[src/rtl/mul_share_arbiter.sv]
// mul_share_arbiter
//   Shares one multiplier datapath between NREQ requesters. A round-robin
//   arbiter grants one request at a time in IDLE, the winner's operands are
//   latched and held on the multiplier pins for the whole BUSY phase, and
//   the result is buffered in RESP until the consumer takes it.
//
// Ports
//   clk, rst_n            clock, asynchronous active-low reset
//   flush_i               abort in-flight/pending transaction
//   req_valid_i/ready_o   per-requester handshake (ready is one-hot or zero)
//   req_op/signed/a/b/c_i packed per-requester operator and operands
//   rsp_valid/id/result_o response buffer, held until rsp_ready_i
//   mul_*_o / mul_*_i     multiplier enable, operands, result and ready
//   busy_o                high whenever a transaction is owned
module mul_share_arbiter #(
  parameter int NREQ = 2,
  parameter int OP_W = 3,
  parameter int IDW  = (NREQ > 1) ? $clog2(NREQ) : 1
) (
  input  logic                 clk,
  input  logic                 rst_n,
  input  logic                 flush_i,
  input  logic [NREQ-1:0]      req_valid_i,
  output logic [NREQ-1:0]      req_ready_o,
  input  logic [NREQ*OP_W-1:0] req_op_i,
  input  logic [NREQ*2-1:0]    req_signed_i,
  input  logic [NREQ*32-1:0]   req_a_i,
  input  logic [NREQ*32-1:0]   req_b_i,
  input  logic [NREQ*32-1:0]   req_c_i,
  output logic                 rsp_valid_o,
  output logic [IDW-1:0]       rsp_id_o,
  output logic [31:0]          rsp_result_o,
  input  logic                 rsp_ready_i,
  output logic                 mul_enable_o,
  output logic [OP_W-1:0]      mul_operator_o,
  output logic [1:0]           mul_short_signed_o,
  output logic [31:0]          mul_op_a_o,
  output logic [31:0]          mul_op_b_o,
  output logic [31:0]          mul_op_c_o,
  output logic                 mul_ex_ready_o,
  input  logic [31:0]          mul_result_i,
  input  logic                 mul_ready_i,
  output logic                 busy_o
);

  localparam int unsigned NREQ_U = NREQ;

  typedef enum logic [1:0] {IDLE, BUSY, RESP} state_e;

  state_e          state_q, state_d;
  logic [IDW-1:0]  last_grant_q, last_grant_d;
  logic            drop_q, drop_d;
  logic [OP_W-1:0] op_q;
  logic [1:0]      sgn_q;
  logic [31:0]     a_q, b_q, c_q, result_q;
  logic [IDW-1:0]  id_q;

  logic [IDW-1:0]  cand;
  logic [IDW-1:0]  grant_id;
  logic            grant_vld;
  logic            accept;
  logic            capture;

  // Round-robin search starting one past the last winner.
  always_comb begin
    cand      = '0;
    grant_id  = last_grant_q;
    grant_vld = 1'b0;
    for (int unsigned i = 1; i <= NREQ_U; i++) begin
      cand = IDW'((32'(last_grant_q) + i) % NREQ_U);
      if (!grant_vld && req_valid_i[cand]) begin
        grant_vld = 1'b1;
        grant_id  = cand;
      end
    end
  end

  assign accept  = (state_q == IDLE) && !flush_i && grant_vld;
  // A flush seen in the same cycle as mul_ready_i also discards the result.
  assign capture = (state_q == BUSY) && mul_ready_i && !(drop_q || flush_i);

  always_comb begin
    state_d      = state_q;
    last_grant_d = last_grant_q;
    drop_d       = drop_q;
    case (state_q)
      IDLE: begin
        drop_d = 1'b0;
        if (accept) begin
          state_d      = BUSY;
          last_grant_d = grant_id;
        end
      end
      BUSY: begin
        if (flush_i) drop_d = 1'b1;
        if (mul_ready_i) begin
          if (drop_q || flush_i) begin
            state_d = IDLE;
            drop_d  = 1'b0;
          end else begin
            state_d = RESP;
          end
        end
      end
      RESP: begin
        if (flush_i || rsp_ready_i) begin
          state_d = IDLE;
          drop_d  = 1'b0;
        end
      end
      default: begin
        state_d = IDLE;
        drop_d  = 1'b0;
      end
    endcase
  end

  always_ff @(posedge clk or negedge rst_n) begin
    if (!rst_n) begin
      state_q      <= IDLE;
      last_grant_q <= IDW'(NREQ_U - 1);
      drop_q       <= 1'b0;
      op_q         <= '0;
      sgn_q        <= '0;
      a_q          <= '0;
      b_q          <= '0;
      c_q          <= '0;
      id_q         <= '0;
      result_q     <= '0;
    end else begin
      state_q      <= state_d;
      last_grant_q <= last_grant_d;
      drop_q       <= drop_d;
      if (accept) begin
        op_q <= req_op_i[grant_id*OP_W +: OP_W];
        sgn_q <= req_signed_i[grant_id*2 +: 2];
        a_q  <= req_a_i[grant_id*32 +: 32];
        b_q  <= req_b_i[grant_id*32 +: 32];
        c_q  <= req_c_i[grant_id*32 +: 32];
        id_q <= grant_id;
      end
      if (capture) result_q <= mul_result_i;
    end
  end

  assign req_ready_o        = accept ? (NREQ'(1) << grant_id) : '0;
  assign mul_enable_o       = (state_q == BUSY);
  assign mul_ex_ready_o     = (state_q == BUSY);
  assign mul_operator_o     = op_q;
  assign mul_short_signed_o = sgn_q;
  assign mul_op_a_o         = a_q;
  assign mul_op_b_o         = b_q;
  assign mul_op_c_o         = c_q;
  assign rsp_valid_o        = (state_q == RESP);
  assign rsp_id_o           = id_q;
  assign rsp_result_o       = result_q;
  assign busy_o             = (state_q != IDLE);

endmodule

[config.mk]
export PLATFORM = sky130hd
export DESIGN_NAME = mul_share_arbiter
export DESIGN_NICKNAME = d
export VERILOG_FILES = /design/src/rtl/mul_share_arbiter.sv
export SDC_FILE = /design/constraint.sdc
export NUM_CORES = 1
export LEC_CHECK = 0
export ABC_CLOCK_PERIOD_IN_PS = 1900
export BUFFER_PORTS_ARGS = -buffer_cell sky130_fd_sc_hd__buf_2
export CAP_MARGIN = 30
export CORE_AREA = 5 5 143 145
export DETAILED_ROUTE_END_ITERATION = 10
export DIE_AREA = 0 0 148 150
export GPL_TIMING_DRIVEN = 0
export PLACE_DENSITY = 0.66
export SYNTH_ARGS = -nofsm -noshare
export SYNTH_HDL_FRONTEND = slang
export SYNTH_SLANG_ARGS = --single-unit
[constraint.sdc]
create_clock -name clk -period 1.9 [get_ports clk]
set_clock_uncertainty 0.2 [all_clocks]
set_input_delay 0.38 -clock clk [delete_from_list [all_inputs] [get_ports clk]]
set_output_delay 0.38 -clock clk [all_outputs]
set_load 0.005 [all_outputs]
## Yosys cells after proc, flatten, opt, wreduce, memory -nomap -nowiden

Cells that the tools add are included.

| storage, ports and cells | value |
|---|---|
| output and inout bits | 140 |
| bits in writable memories | 0 |
| bits of input ports | 241 |
| register bits after elaboration | 138 |
| latch bits | 0 |
| logic and storage cells | 59 |
| memories | 0 |
| bits in read-only memories | 0 |

| cells by class | value |
|---|---|
| mux-type cells | 19 |
| add/sub/neg operators | 2 |
| bitwise logic cells | 0 |
| divide/modulo/power cells | 0 |
| $lt $le $gt $ge | 2 |
| shift-type cells | 6 |
| equality and inequality tests | 5 |
| multiply operators | 1 |
| reductions and logical operators | 14 |

Operators by type and width:

| kind | count |
|---|---|
| variable part select 64 x 7 -> 32 bit | 3 |
| two-way mux 1 bit | 12 |
| two-way mux 2 bit | 5 |
| case mux 2 bit (3 select lines) | 1 |
| variable part select 6 x 4 -> 3 bit | 1 |
| logical AND 1 bit | 5 |
| < comparator 1 x 2 -> 1 bit, second input constant | 2 |
| != test 2 x 1 -> 1 bit, second input constant | 2 |
| variable part select 4 x 3 -> 2 bit | 1 |
| logical NOT 1 bit | 3 |
| multiplier 1 x 2 -> 3 bit, second input constant | 1 |
| AND reduction 3 bit | 1 |
| adder 1 bit, second input constant | 2 |
| == test 2 x 1 -> 1 bit, second input constant | 1 |
| == test 2 bit, second input constant | 1 |
| logical NOT 2 bit | 1 |
| logical OR 1 bit | 2 |
| != test 2 bit, second input constant | 1 |
| case mux 1 bit (2 select lines) | 1 |
| AND reduction 2 bit | 1 |
| nonzero test 2 bit | 1 |
| << shifter 1 x 1 -> 2 bit, first input constant | 1 |

## Logic depth before layout (Yosys ltp)

Gate-level depths: netlist (run 1).

| logic depth | value |
|---|---|
| depth in word-level cells | 10 |
| depth in mapped cells | 5 |
| depth with buffers taken out | 4 |

## Least setup slack after synthesis (run 1)

Ideal clock, no wire load.

| timing path | value |
|---|---|
| path type | reg2out |
| start | register state_q[1] |
| end | output req_ready_o[0] |
| data required time | 1,320 ps |
| setup slack | 91 ps |
| cell stages (with the launch flop) | 5 |
| path buffers | 2 |
| data arrival time | 1,229 ps |
| cells stage by stage | dfrtp_1 -> nor4b_2 -> buf_6 -> buf_6 -> and2_1 |

| between the ends | value |
|---|---|
| word-level cells in the longest chain between the ends | 4 |

RTL lines:

| item | RTL line | RTL |
|---|---|---|
| start, declared | 50 | `state_e state_q, state_d;` |
| start signal, assigned | 131 | `state_q <= state_d;` |
| logical NOT 2 bit | 78 | `assign accept = (state_q == IDLE) && !flush_i && grant_vld;` |
| logical AND 1 bit (2 in a row) | 78 |  |
| two-way mux 2 bit | 146 | `assign req_ready_o = accept ? (NREQ'(1) << grant_id) : '0;` |
| end, declared | 24 | `output logic [NREQ-1:0] req_ready_o,` |

No other way between the ends.

## Worst setup path in the final report (run 1)

Ends and elaborated chain as after synthesis.

==> reports/metrics.yaml, run 1 <==
status: "finished, violations left"
violations: "negative setup slack"
synth_seq_cells: 138
avgSynthCellArea_um2: 13.5
ys.flop_type: "dfrtp_1"
synth_fp_nets: 683
drcViolationCount: 0
wl_per_cell_um: 19.5
synth_fa_ha_area_frac: 0
path_class: "reg -> out"
fin_ws_ns: -0.355
regArea_um2: 3460
synthXorXnorAreaFrac: 0
rsz0062_at_grt: "yes"
yosysSeqAreaShare: 0.579
final_core_util: 0.545
path_clk_slew_ns: 0.06
cts_root_buffer: "clkbuf_16"
endpoint_kind: "output pin"
synth_cell_types: 28
max-slew-margin-rel: 0.555
synth_commonest_cells: "dfrtp_1, a221o_1, and3_1"
num_vias: 6232
synth_top_family_by_area: "compound AO/OA/AOI/OAI gates"
rrSetupSlack_ns: -0.11
maxCapViolCount: 0
postSynth.asyncResetShare: 1.00
p_per_area_nw_per_um2: 1170
ff2ff_path_depth: 8
fin_cells: 1235
synthMuxAreaShare: 0.0604
port_buffers: 380
min_period_over_period: 1.19
antenna_left: 0
synth_area_um2: 5960
min_period_ns: 2.25
avgViaCountPerCell: 5.05
dp_cells: 1061
synth_edf_count: 0
cts.sinks: 138
dp_hpwl_um: 16800
num_io_pins: 381
crit_required_ns: 1.32
holdPathStages: 2
yosysTopAreaCell: "dfrtp_1"
grt_pass1_vias: 6470
grtUsageTotal: 0.204
syn_inst: 442
max_slew.worst_pin.slew_ns: 0.667
rows: 51
power_mw: 12.1
fillers: 1610
synth_compound_area_frac: 0.176
antenna_found_initial: 0
cts_tree: "done"
die_w_um: 148
drt_iter0_drc: 301
hold_class: "in -> reg"
grt_max_degree: 73
fmax_mhz: 443
hold_viol_final: 0
power.leakage_nw: 5.59
cp-start-kind: "register"
yosys.area.top_type_share: 0.575
drive_gt1_frac: 0.501
whs_ns: 0.0148
gp_congestion: 0.867
synthSimpleGateAreaFrac: 0.122
multi_input_area_um2: 2200
synthTopCellsByArea: "dfrtp_1, a221o_1, and3_1, mux2_1, buf_6"
syn_to_final_growth_pct: 74.4
layout.nets: 1225
setup_viol: 90
first_pass_iters: 4
drv_slew: 0
design.core.area_um2: 19100
die_h_um: 150
clk_latency_ns: 0.41
die-area_um2: 22200
antenna_cells: 0
synth_most_common_cell: "dfrtp_1"
cp.arrival_ns: 1.67
cts_buffers: 17
htree_levels: 4
overflow: 0
ir_worst_vdd_v: 0.000531
routed_wl_um: 24100
grt_pass1_wl_um: 35600
ys_warn_count: 0
clockBufferDepth: 2
tns_ns: -7.40
initial_core_util: 0.312
cp_max_fo: 4
==> kinds of logic after synthesis <==
| group | count (synthesis) |
|---|---|
| compound gates | 107 |
| flops | 138 |
| buf+inv | 51 |
| mux | 32 |
| simple gates | 114 |
==> cell type report <==
cell class | count | area share
multi-input cells | 253 | 0.211
clock buffers | 19 | 0.0416
plain buffers | 48 | 0.0463
flip-flops and latches | 138 | 0.332
clock inverters | 13 | 0.0162
inverters | 3 | 0.00132
repair buffers | 523 | 0.322
well taps | 238 | 0.0286
==> power by group <==
group          total, mW  internal (mW)  switching, mW  leakage [nW]
sequential          4.75           4.08          0.671          1.69
clock               3.40           2.08           1.32         0.281
combinational       3.96           2.28           1.69          3.62
total               12.1           8.44           3.68          5.59
==> placed cells by master, fill, tap and decap left out, types with 2 or more instances in the layout <==
master / Yosys / layout
a21oi_2: 0 / 2
a221o_1: 101 / 101
and3_1: 101 / 101
buf_12: 0 / 2
buf_2: 7 / 378
buf_4: 3 / 21
buf_6: 21 / 29
buf_8: 0 / 6
bufinv_16: 0 / 3
clkbuf_1: 17 / 5
clkbuf_16: 0 / 18
clkbuf_2: 0 / 8
clkinv_4: 0 / 2
clkinvlp_4: 0 / 4
dfrtp_1: 137 / 135
dfrtp_2: 0 / 2
dlygate4sd3_1: 0 / 120
inv_1: 2 / 2
inv_6: 0 / 3
mux2_1: 29 / 29
mux2_2: 3 / 3
nand2b_4: 0 / 2
nor2_1: 2 / 2
==> registers in the layout (all words and copies together), names as in the netlist <==
signal / count
mul_op_a_o: 32
drop_q: 1
mul_operator_o: 3
rsp_result_o: 32
rsp_id_o: 1
last_grant_q: 1
mul_op_c_o: 32
mul_op_b_o: 32
state_q: 2
mul_short_signed_o: 2
==> final timing paths <==
kind / from / to
max: state_q[1] / req_ready_o[0]
min: req_c_i[35] / mul_op_c_o[3]
max reg2reg: state_q[0] / mul_op_c_o[25]
min reg2reg: rsp_result_o[3] / rsp_result_o[3]
max in group asynchronous: rst_n / last_grant_q
min in group asynchronous: rst_n / mul_op_b_o[10]
==> stage by stage <==
step / setup slack (ns) / area, um^2
2_1_floorplan: 0.0907 / 5960
3_3_place_gp: -1.71 / 8160
3_5_place_dp: -0.495 / 8200
4_1_cts: -0.393 / 10200
5_1_grt: -0.426 / 10400
6_report: -0.355 / 10400
==> per-layer routing <==
| metal | up-vias | wire length, um | global-route usage |
|---|---|---|---|
| met5 | - | 0 | 0 |
| met4 | 0 | 585 | 0.0725 |
| met3 | 40 | 1680 | 0.0491 |
| met2 | 316 | 12200 | 0.354 |
| met1 | 3029 | 9630 | 0.249 |
| li1 | 2847 | - | - |
==> critical path, stage by stage (launching register included) <==
cell and delay [ns]:
dfrtp_2 0.44, nor4b_4 0.33, buf_6 0.16, buf_6 0.10
and2_4 0.14, buf_6 0.09
==> what timing repair did <==
item                                   in CTS  in global routing
hold buffers                              120                  0
setup endpoints to repair                  89                108
gates cloned                                0                  1
endpoints found under the hold margin     186                  0
buffers inserted                           14                  8
pin swaps                                   3                  6
resized for setup                          46                 34
Note: power is estimated with default switching activity, not from simulation.
==> inputs of run 2 (changes only) <==
==> constraint.sdc (replaced) <==
create_clock -name clk -period 1.9 [get_ports clk]
set_clock_uncertainty 0.2 [all_clocks]
set_input_delay 0.38 -clock clk [delete_from_list [all_inputs] [get_ports clk]]
set_output_delay 0.38 -clock clk [all_outputs]
set_load 0.05 [all_outputs]
==> reports/metrics.yaml, run 2 (synthesis results as in run 1) <==
grtUsageTotal: 0.201  # -0.00288
avgViaCountPerCell: 4.97  # -1.4%
place_ws_ns: -0.554  # -0.0594 ns
drive_gt1_frac: 0.498  # -0.00252
die_w_um: 148  # unchanged
max-slew-margin-rel: 0.575  # +0.0195
first_pass_iters: 5  # +1
grt_pass1_vias: 6416  # -0.83%
drt_iter0_drc: 309  # +2.7%
rows: 51  # unchanged
slowest_delay_ns: 0.43  # about the same
crit_top_cell: "buf_6"
cp.arrival_ns: 1.67  # about the same
num_io_pins: 381  # unchanged
maxCapViolCount: 0  # unchanged
gp_congestion: 0.802  # -7.5%
power_mw: 15.9  # +31%
worstPathCellList: "nor4b_4, buf_6, buf_6, and2_4, buf_8"
min_period_over_period: 1.18  # -0.00216
cp-start-kind: "register"
crit_path_start: "state_q[1]"
path_class: "reg -> out"
mostFrequentLayoutCells: "buf_2, dfrtp_1, dlygate4sd3_1"
cts_tree: "done"
routed_wl_um: 23700  # -1.6%
worstSetupEndpoint: "req_ready_o[0]"
clk_latency_ns: 0.41  # about the same
clockBufferDepth: 2  # unchanged
path_clk_slew_ns: 0.06  # about the same
initial_core_util: 0.312  # unchanged
multi_input_area_um2: 2190  # -0.40%
fmax_mhz: 444  # +0.18%
fin_ws_ns: -0.351  # +0.00411 ns
ff2ff_path_depth: 7  # -1
p_per_area_nw_per_um2: 1530  # +31%
regArea_um2: 3460  # unchanged
crit_required_ns: 1.32  # about the same
syn_to_final_growth_pct: 74.4  # about the same
port_buffers: 380  # unchanged
hold_class: "in -> reg"
r2r-end: "mul_op_b_o[12]"
cts_root_buffer: "clkbuf_16"
cts.sinks: 138  # unchanged
whs_ns: 0.0185  # +0.00377 ns
slowest_stage: "dfrtp_2"
drv_slew: 0  # unchanged
worstReg2RegStart: "state_q[0]"
postPlaceCellArea_um2: 8200  # about the same
antenna_found_initial: 0  # unchanged
grt_pass1_wl_um: 35100  # -1.3%
setup_viol: 6  # -93%
design.core.area_um2: 19100  # unchanged
dp_hpwl_um: 16400  # -2.5%
cts_buffers: 17  # unchanged
drcViolationCount: 0  # unchanged
ir_worst_vdd_v: 0.000874  # +65%
power.leakage_nw: 5.57  # -0.28%
rrSetupSlack_ns: 0.01  # +0.12 ns
status: "finished, violations left"
overflow: 0  # unchanged
violations: "negative setup slack"
htree_levels: 4  # unchanged
wl_per_cell_um: 19.3  # -1.0%
antenna_left: 0  # unchanged
die_h_um: 150  # unchanged
layout.nets: 1219  # -0.49%
mostFrequentLayoutCell: "buf_2"
max_slew.worst_pin.slew_ns: 0.638  # -0.0292 ns
fillers: 1598  # -0.75%
antenna_cells: 0  # unchanged
num_vias: 6109  # -2.0%
rsz0062_at_grt: "yes"
cp_max_fo: 3  # -1
die-area_um2: 22200  # unchanged
hold_viol_final: 0  # unchanged
final_area_um2: 10400  # about the same
endpoint_kind: "output pin"
min_period_ns: 2.25  # -0.00411 ns
grt_max_degree: 79  # +8.2%
[run 2: through the flow]
step	utilization	setup TNS [ns]	std cells
2_1_floorplan	-	0	442
3_3_place_gp	0.428	-242.00	1060
3_5_place_dp	0.430	-7.16	1061
4_1_cts	0.532	-1.46	1217
5_1_grt	0.545	-3.90	1228
6_report	0.545	-1.05	1228
[run 2: worst max-delay path: cells and delay by family (launching register included)]
kind                   cells  cell delay, ns
flip-flops                 1            0.43
AND/OR/NAND/NOR            2            0.45
buffers and inverters      3            0.38
[run 2: how the worst min path moves through the flow]
stage / from / to / slack, ns / cells after the start
final: req_b_i[37] / mul_op_b_o[5] / 0.02 / 2
after global routing: req_b_i[39] / mul_op_b_o[7] / 0.0003 / 2
after CTS: req_c_i[35] / mul_op_c_o[3] / 0.0008 / 2
after detailed placement: rst_n / rsp_result_o[12] / 0.20 / 1
after global placement: rsp_result_o[8] / rsp_result_o[8] / 0.27 / 1
after floorplan: rst_n / drop_q / -0.12 / 0
[run 2: power breakdown]
| part | internal (mW) | switching (mW) | leakage (nW) |
|---|---|---|---|
| registers | 4.08 | 0.652 | 1.69 |
| logic | 2.34 | 5.67 | 3.62 |
| clock network | 1.87 | 1.28 | 0.259 |
[run 2: final cells by class]
type / instances / share of cell area
Tap cell: 238 / 0.0286
Inverter: 3 / 0.00132
Timing Repair Buffer: 517 / 0.328
Clock inverter: 9 / 0.00879
Clock buffer: 22 / 0.0447
Multi-Input combinational cell: 253 / 0.211
Buffer: 48 / 0.0456
Sequential cell: 138 / 0.333
[run 2: repair_timing]
| action | CTS | global route |
|---|---|---|
| gates resized for setup | 50 | 31 |
| endpoints found under the hold margin | 173 | 1 |
| pin swaps | 3 | 39 |
| setup buffers | 12 | 5 |
| cloned | 0 | 5 |
| setup endpoints to repair | 87 | 126 |
| hold buffers | 113 | 1 |
[run 2: routing by layer]
metal,routed length [um],up-vias,GRT usage
li1,-,2837,-
met2,12200,293,0.353
met1,9290,2936,0.240
met5,0,-,0
met4,609,0,0.0734
met3,1610,43,0.0491
==> inputs of run 3 (changes only) <==
Settings changed: CAP_MARGIN 30 to 10, CORE_AREA 5 5 143 145 to unset, CORE_ASPECT_RATIO set to 0.6, CORE_MARGIN set to 5, CORE_UTILIZATION set to 37, DIE_AREA 0 0 148 150 to unset, PLACE_DENSITY 0.66 to 0.75.
==> reports/metrics.yaml, run 3 (synthesis results as in run 1) <==
antenna_found_initial: 2  # +2
grtUsageTotal: 0.236  # +0.0341
min_period_over_period: 1.18  # -0.00809
die_w_um: 174  # +17%
path_class: "reg -> out"
path_clk_slew_ns: 0.07  # about the same
place_ws_ns: -0.478  # +0.0768 ns
design.core.area_um2: 15600  # -18%
hold_class: "in -> reg"
num_io_pins: 381  # unchanged
maxCapViolCount: 0  # unchanged
antenna_left: 0  # unchanged
cp_max_fo: 3  # unchanged
overflow: 0  # unchanged
cts_root_buffer: "clkbuf_16"
dp_cells: 1026  # -3.3%
p_per_area_nw_per_um2: 1580  # +3.5%
die-area_um2: 18800  # -15%
max-slew-margin-rel: 0.549  # -0.0263
tns_ns: -13.33  # -12.28 ns
hold_viol_final: 0  # unchanged
antenna_cells: 0  # unchanged
routed_wl_um: 24000  # +1.3%
fillers: 1204  # -25%
endpoint_kind: "output pin"
gp_congestion: 0.845  # +5.3%
dp_hpwl_um: 16200  # -0.89%
slowest_delay_ns: 0.43  # about the same
initial_core_util: 0.382  # +0.0699
clk_latency_ns: 0.40  # about the same
wl_per_cell_um: 20.7  # +7.3%
fmax_mhz: 447  # +0.69%
drcViolationCount: 0  # unchanged
power_mw: 16.1  # +1.2%
drv_slew: 0  # unchanged
clockBufferDepth: 2  # unchanged
layout.nets: 1184  # -2.9%
setup_viol: 136  # +130
min_period_ns: 2.24  # -0.0154 ns
drt_iter0_drc: 348  # +13%
fin_ws_ns: -0.336  # +0.0154 ns
worstPathCellList: "nor4b_4, buf_6, buf_6, and2_4, buf_8"
first_pass_iters: 4  # -1
syn_to_final_growth_pct: 70.5
violations: "negative setup slack"
crit_top_cell: "buf_6"
grt_pass1_wl_um: 34900  # -0.55%
status: "finished, violations left"
crit_required_ns: 1.32  # about the same
grt_pass1_vias: 6174  # -3.8%
power.leakage_nw: 5.53  # -0.69%
htree_levels: 4  # unchanged
die_h_um: 108  # -28%
cp.arrival_ns: 1.66  # about the same
rsz0062_at_grt: "yes"
cts_tree: "done"
ir_worst_vdd_v: 0.000837  # -4.2%
cp-start-kind: "register"
mostFrequentLayoutCell: "buf_2"
rows: 35  # -31%
mostFrequentLayoutCells: "buf_2, dfrtp_1, and3_1, a221o_1, dlygate4sd3_1"
num_vias: 6090  # -0.31%
drive_gt1_frac: 0.538  # +0.0397
cts_buffers: 17  # unchanged
port_buffers: 380  # unchanged
cts.sinks: 138  # unchanged
avgViaCountPerCell: 5.25  # +5.6%
max_slew.worst_pin.slew_ns: 0.677  # +0.0394 ns
grt_max_degree: 73  # -7.6%
fin_cells: 1159  # -5.6%
slowest_stage: "dfrtp_2"
-- run 3: where the power goes --
group	total (mW)	internal (mW)	switching, mW
clock network	3.14	1.82	1.32
logic	8.22	2.47	5.76
registers	4.74	4.08	0.655
total	16.1	8.37	7.73
-- run 3: worst paths after layout --
| kind | cells after the start | slack (ns) | endpoint | from |
|---|---|---|---|---|
| max in group asynchronous | 3 | 0.35 | last_grant_q | rst_n |
| worst max register to register | 9 | -0.19 | rsp_result_o[20] | state_q[0] |
| min in group asynchronous | 2 | 0.34 | mul_op_a_o[14] | rst_n |
| worst max-delay path | 5 | -0.34 | req_ready_o[0] | state_q[1] |
| worst min-delay path | 2 | 0.01 | rsp_result_o[15] | mul_result_i[15] |
| worst min register to register | 1 | 0.29 | rsp_result_o[24] | rsp_result_o[24] |
-- run 3: what timing repair did --
| action | 4_1_cts | 5_1_grt |
|---|---|---|
| setup endpoints to repair | 96 | 103 |
| endpoints found under the hold margin | 138 | 1 |
| cloned | 0 | 10 |
| buffers inserted | 8 | 15 |
| pin swaps | 3 | 57 |
| hold buffers | 68 | 1 |
| resized for setup | 35 | 81 |
-- run 3: area by class of cell --
cell class | count | area [um^2] | share of cell area
inverters | 3 | 16.3 | 0.00160
well taps | 203 | 254 | 0.0250
plain buffers | 48 | 505 | 0.0497
clock inverters | 12 | 118 | 0.0116
flip-flops and latches | 138 | 3460 | 0.340
multi-input cells | 253 | 2240 | 0.220
repair buffers | 482 | 3140 | 0.309
clock buffers | 20 | 437 | 0.0429
-- run 3: metrics by stage --
step	util	area [um^2]	hold slack, ns
5_1_grt	0.652	10200	0.00127
4_1_cts	0.614	9570	0.000927
3_3_place_gp	0.521	8120	0.268
2_1_floorplan	-	5960	-0.116
3_5_place_dp	0.523	8150	0.235
6_report	0.652	10200	0.0105
-- run 3: critical path: cells and delay by family (launching register included) --
family / cells / cell delay (ns)
flip-flops: 1 / 0.43
AND/OR/NAND/NOR: 2 / 0.44
buffers and inverters: 3 / 0.38
-- run 3: metal layers --
| metal | part of all wire | track usage | wire length, um | vias up |
|---|---|---|---|---|
| li1 | - | - | - | 2769 |
| met1 | 0.40 | 0.300 | 9580 | 2999 |
| met3 | 0.078 | 0.0748 | 1880 | 36 |
| met4 | 0.018 | 0.0480 | 420 | 4 |
| met2 | 0.50 | 0.401 | 12100 | 282 |
| met5 | 0.0010 | 0 | 25 | - |
